$ cat config.mk
export PLATFORM = sky130hd
export DESIGN_NAME = bus_region_decoder
export DESIGN_NICKNAME = d
export VERILOG_FILES = /design/src/rtl/bus_region_pkg.sv /design/src/rtl/addr_region_match.sv /design/src/rtl/bus_region_decoder.sv
export SDC_FILE = /design/constraint.sdc
export NUM_CORES = 1
export LEC_CHECK = 0
export BUFFER_PORTS_ARGS = -buffer_cell sky130_fd_sc_hd__buf_2
export CORE_MARGIN = 10
export CORE_UTILIZATION = 44
export DETAILED_ROUTE_END_ITERATION = 8
export GPL_TIMING_DRIVEN = 0
export PLACE_DENSITY = 0.84
export SETUP_SLACK_MARGIN = 0.4
export SLEW_MARGIN = 20
export SYNTH_ARGS = -nofsm -noshare
export SYNTH_HDL_FRONTEND = slang
export SYNTH_SLANG_ARGS = --single-unit
$ cat constraint.sdc
create_clock -name clk_i -period 5 [get_ports clk_i]
set_clock_uncertainty 0.15 [all_clocks]
set_input_delay 0.5 -clock clk_i [delete_from_list [all_inputs] [get_ports clk_i]]
set_output_delay 0.5 -clock clk_i [all_outputs]
set_load 0.02 [all_outputs]
$ cat src/rtl/bus_region_pkg.sv
// Shared constants for the v65C02 bus region decoder: select codes, FSM states
// and the stock memory map.
package bus_region_pkg;

  localparam int SEL_W = 4;
  localparam logic [SEL_W-1:0] SEL_NONE = 4'hF;

  typedef enum logic {
    ST_IDLE = 1'b0,
    ST_WAIT = 1'b1
  } state_t;

  localparam logic [15:0] RAM_BASE  = 16'h0000;
  localparam logic [15:0] RAM_MASK  = 16'h8000;
  localparam logic [15:0] BIOS_BASE = 16'hC000;
  localparam logic [15:0] BIOS_MASK = 16'hC000;
  localparam logic [15:0] VRAM_BASE = 16'h8000;
  localparam logic [15:0] VRAM_MASK = 16'hF000;
  localparam logic [15:0] VGA_BASE  = 16'h9000;
  localparam logic [15:0] VGA_MASK  = 16'hFF00;
  localparam logic [15:0] SSEG_BASE = 16'h9100;
  localparam logic [15:0] SSEG_MASK = 16'hFF00;

endpackage

$ cat src/rtl/addr_region_match.sv
// Combinational base/mask priority encoder; the lowest matching region wins.
module addr_region_match
  import bus_region_pkg::*;
#(
  parameter int N_REGIONS = 4,
  parameter logic [16*N_REGIONS-1:0] REGION_BASE = 64'h9100_9000_C000_0000,
  parameter logic [16*N_REGIONS-1:0] REGION_MASK = 64'hFF00_F000_C000_8000
) (
  input  logic [15:0]      addr_i,
  output logic [SEL_W-1:0] sel_o
);

  // Scanning from the top down lets the lowest index overwrite higher ones.
  always_comb begin
    sel_o = SEL_NONE;
    for (int i = N_REGIONS - 1; i >= 0; i--) begin
      if ((addr_i & REGION_MASK[16*i +: 16]) == REGION_BASE[16*i +: 16]) begin
        sel_o = SEL_W'(i);
      end
    end
  end

endmodule

$ cat src/rtl/bus_region_decoder.sv
// CPU bus decoder with per-region wait states via RDY, registered read-data
// return mux and a sticky capture of the first unmapped access.
module bus_region_decoder
  import bus_region_pkg::*;
#(
  parameter int N_REGIONS = 4,
  parameter logic [16*N_REGIONS-1:0] REGION_BASE = 64'h9100_9000_C000_0000,
  parameter logic [16*N_REGIONS-1:0] REGION_MASK = 64'hFF00_F000_C000_8000,
  parameter logic [3*N_REGIONS-1:0]  REGION_WAIT = 12'h000,
  parameter logic [7:0]              DEFAULT_DATA = 8'h00
) (
  input  logic                   clk_i,
  input  logic                   rst_i,
  input  logic [15:0]            addr_i,
  input  logic                   we_i,
  input  logic [8*N_REGIONS-1:0] din_i,
  output logic [N_REGIONS-1:0]   en_o,
  output logic                   we_o,
  output logic [7:0]             dout_o,
  output logic                   rdy_o,
  input  logic                   clr_unmapped_i,
  output logic                   unmapped_o,
  output logic [15:0]            unmapped_addr_o,
  output logic                   dbg_state_o
);

  state_t           r_state;
  logic [2:0]       r_cnt;
  logic [SEL_W-1:0] r_sel;
  logic             r_unmapped;
  logic [15:0]      r_unmapped_addr;

  logic [SEL_W-1:0] w_sel;
  logic [2:0]       w_wait;
  logic             w_idle;
  logic             w_none;

  addr_region_match #(
    .N_REGIONS  (N_REGIONS),
    .REGION_BASE(REGION_BASE),
    .REGION_MASK(REGION_MASK)
  ) u_match (
    .addr_i(addr_i),
    .sel_o (w_sel)
  );

  assign w_idle = (r_state == ST_IDLE);
  assign w_none = (w_sel == SEL_NONE);

  always_comb begin
    w_wait = 3'd0;
    en_o   = '0;
    for (int i = 0; i < N_REGIONS; i++) begin
      if (w_sel == SEL_W'(i)) begin
        w_wait  = REGION_WAIT[3*i +: 3];
        en_o[i] = w_idle;
      end
    end
  end

  // Slaves only see a strobe on the start cycle, so a write commits once.
  assign we_o = we_i & w_idle;

  always_comb begin
    dout_o = DEFAULT_DATA;
    for (int i = 0; i < N_REGIONS; i++) begin
      if (r_sel == SEL_W'(i)) begin
        dout_o = din_i[8*i +: 8];
      end
    end
  end

  assign rdy_o           = w_idle;
  assign unmapped_o      = r_unmapped;
  assign unmapped_addr_o = r_unmapped_addr;
  assign dbg_state_o     = r_state;

  always_ff @(posedge clk_i or posedge rst_i) begin
    if (rst_i) begin
      r_state <= ST_IDLE;
      r_cnt   <= 3'd0;
      r_sel   <= SEL_NONE;
    end else begin
      case (r_state)
        ST_IDLE: begin
          r_sel <= w_sel;
          if (w_wait != 3'd0) begin
            r_state <= ST_WAIT;
            r_cnt   <= w_wait;
          end
        end
        default: begin
          r_cnt <= r_cnt - 3'd1;
          if (r_cnt == 3'd1) begin
            r_state <= ST_IDLE;
          end
        end
      endcase
    end
  end

  // A new unmapped access on the same edge as a clear re-arms and captures.
  always_ff @(posedge clk_i or posedge rst_i) begin
    if (rst_i) begin
      r_unmapped      <= 1'b0;
      r_unmapped_addr <= 16'h0000;
    end else if (w_idle && w_none) begin
      r_unmapped <= 1'b1;
      if (!r_unmapped || clr_unmapped_i) begin
        r_unmapped_addr <= addr_i;
      end
    end else if (clr_unmapped_i) begin
      r_unmapped      <= 1'b0;
      r_unmapped_addr <= 16'h0000;
    end
  end

endmodule

==> results.ini <==
[power]
power_mw = 0.424
internal-power_mw = 0.304
p_leak_nw = 0.966
netSwitchingPower_mw = 0.120
p_seq_share_pct = 50.2
power.density_nw_per_um2 = 244
combPwrFrac_pct = 26.9
clkPwrFrac_pct = 23.0
peakVddDrop_mv = 0.210
netSwitchingFraction_pct = 28.3

[synthesis]
syn_area_sq_um = 1260
synthFlopType = dfrtp_1
syn_avg_cell_area_sq_um = 12.7
yosys-top-cells-area = dfrtp_1 (42%), mux4_2 (14%), a22o_1 (9.1%), dfstp_2 (6.3%), nor2b_1 (4.0%)
synthDominantCellAreaShare_pct = 41.8
syn_inst = 99
syn_nets = 153
synth-seq-cells = 24
synth_cell_types = 29
async_flop_share_pct = 100
yosysTopAreaCell = dfrtp_1
yosysSeqAreaShare_pct = 48.1
synth_edf_count = 0
ys_warn_count = 0
synth_common_cells = dfrtp_1 (21), a22o_1 (13), nand2_1 (9), mux4_2 (8), nor2b_1 (8)
synth.most_common_cell = dfrtp_1

[grt]
grt_pass1_wl_mm = 5.68
use_met2_pct = 25.9
grt_use_met1_pct = 12.8
track_usage_pct = 13.2
antenna_found_initial = 0
grt_max_degree = 25
grtUsageMet3_pct = 4.04
grt_pass1_vias = 1217
grt-ovfl-total = 0
gr-max-usage-layer = met2

[floorplan]
start_util_pct = 45.9
core_sq_um = 2730
rows = 19
die_h_um = 73.4
dieWidth_um = 73.4
boundaryPins = 84
die-area_sq_um = 5390

[place]
hpwl_mm = 3.15
finalWeightedCongestion = 0.764
dp_slack_ps = 2720
io_buffers = 82
post_dp_cell_area_sq_um = 1710

[clock_network]
cts_resized = 0
holdBufCountCts = 0
cts_tree = yes
clkTransAtPathRegs_ps = 120
cts_made_buffers = 3
cts_setup_buffers = 0
insertion_delay_ps = 300
clock_sinks = 24
clockRootBuffer = clkbuf_4
clockBufferDepth = 2
h-tree-depth = 1

[sta]
period_minus_slack_ps = 2600
slew_headroom_pct = 44.1
tightestPinTransition_ps = 838
hold_viol_final = 0
rsz0062_at_grt = no
finalSetupViolations = 0
fin_crit_sh_pct = 52.0
max_freq_mhz = 384
layout_setup_ws_ps = 2400
fin_setup_tns_ps = 0
drv_slew = 0

[cells_and_area]
stdcell_area_sq_um = 1740
fin_nets = 240
drive_gt1_share_pct = 58.4
diodes = 0
syn2layout_area_growth_pct = 38.6

[flow_run]
maxCapViolCount = 0

[worst_setup_path]
cp.buffers_inverters = 2
slowest_delay_ps = 550
cp_common_cell = buf_2
path_class = reg2out
cp.arrival_ps = 1950
cpLargestDelayFamily = multiplexers
crit_path_top_delay_cell = mux4_2
cp-end-kind = output pin
critPathLaunchType = register
worstPathCellList = buf_2 > mux4_2 > nor2b_1 > buf_2
critPathMaxFanout = 9
cp.required_ps = 4350

[drt]
post_drt_wl_per_cell_um = 16.8
num_vias = 1098
drcViolationCount = 0
drt-total-wl_mm = 3.62
ant_nets = 0
viasPerCell = 5.08
dr.pass1.iters = 4
drt_iter0_markers = 23

[run_status]
outcome = complete, no violations

[worst_hold_path]
worstHoldPathType = in2async

[worst paths after layout]
kind	from	to	slack (ps)	cells after the start
min in group clk_i	addr_i[3]	unmapped_addr_o[3]	260	2
max in group asynchronous	rst_i	unmapped_addr_o[0]	3990	2
setup / recovery	r_sel[0]	dout_o[4]	2400	4
hold / removal	rst_i	r_cnt[1]	190	2
hold reg to reg	r_cnt[2]	r_cnt[2]	340	1
setup reg to reg	dbg_state_o	unmapped_addr_o[4]	3420	4
[logic make-up (layout without fill, tap and decap cells)]
kind of cell / Yosys count / count (layout) / share of synthesized area (%)
adder cells (fa/ha/maj): 2 / 2 / 1.99
AO/OA/AOI/OAI: 19 / 19 / 13.1
buffers and inverters: 14 / 100 / 6.67
flip-flops: 24 / 24 / 48.1
multiplexers: 9 / 9 / 15.1
AND/OR/NAND/NOR: 28 / 28 / 13.2
other: 1 / 1 / 0.299
XOR/XNOR: 2 / 2 / 1.39
[area by class of cell]
| cell class | instances | area (sq um) |
|---|---|---|
| sequential | 24 | 604 |
| buffer | 7 | 57.6 |
| tap | 31 | 38.8 |
| multi-input combinational | 61 | 568 |
| inverter | 7 | 26.3 |
| timing repair buffer | 82 | 410 |
| clock buffer | 4 | 36.3 |
| fill | 224 | 992 |
[cell usage in the layout (no fill, tap or decap), types with 3 or more instances in the layout]
cell type   n
a22o_1     13
buf_2      83
buf_6       3
clkbuf_4    3
dfrtp_1    21
dfstp_2     3
inv_1       7
mux4_2      8
nand2_1     9
nor2b_1     8
[routing by layer]
layer  part of all wire (%)  up-vias
li1                       -      521
met1                     34      522
met5                      0        -
met4                    1.4        0
met3                    8.2        6
met2                     56       49
[flip-flops by register name (all words and copies together), names as in the netlist]
signal,flops
r_sel,3
unmapped_addr_o,16
dbg_state_o,1
unmapped_o,1
r_cnt,3
[worst register-to-register path, cell delays in order (launching register included)]
cell and delay, ps:
dfrtp_1 450, nor3b_4 270, a31oi_2 200, buf_6 190, a22o_1 230
[power groups by stage]
stage	clock network (mW)	logic, mW	registers, mW
detailed placement	0	0.116	0.216
global route	0.108	0.124	0.214
floorplan	0	0.0562	0.228
CTS	0.0991	0.116	0.213
finish	0.0974	0.114	0.213
global placement	0	0.112	0.216
[through the flow]
step | hold slack, ps | std cells | util [%]
floorplan | 295 | 99 | -
CTS | 219 | 216 | 63.7
finish | 193 | 216 | 63.7
detailed placement | 313 | 212 | 62.4
global placement | 310 | 212 | 62.4
global route | 240 | 216 | 63.7
No activity file was read; power rests on OpenSTA's default activity.
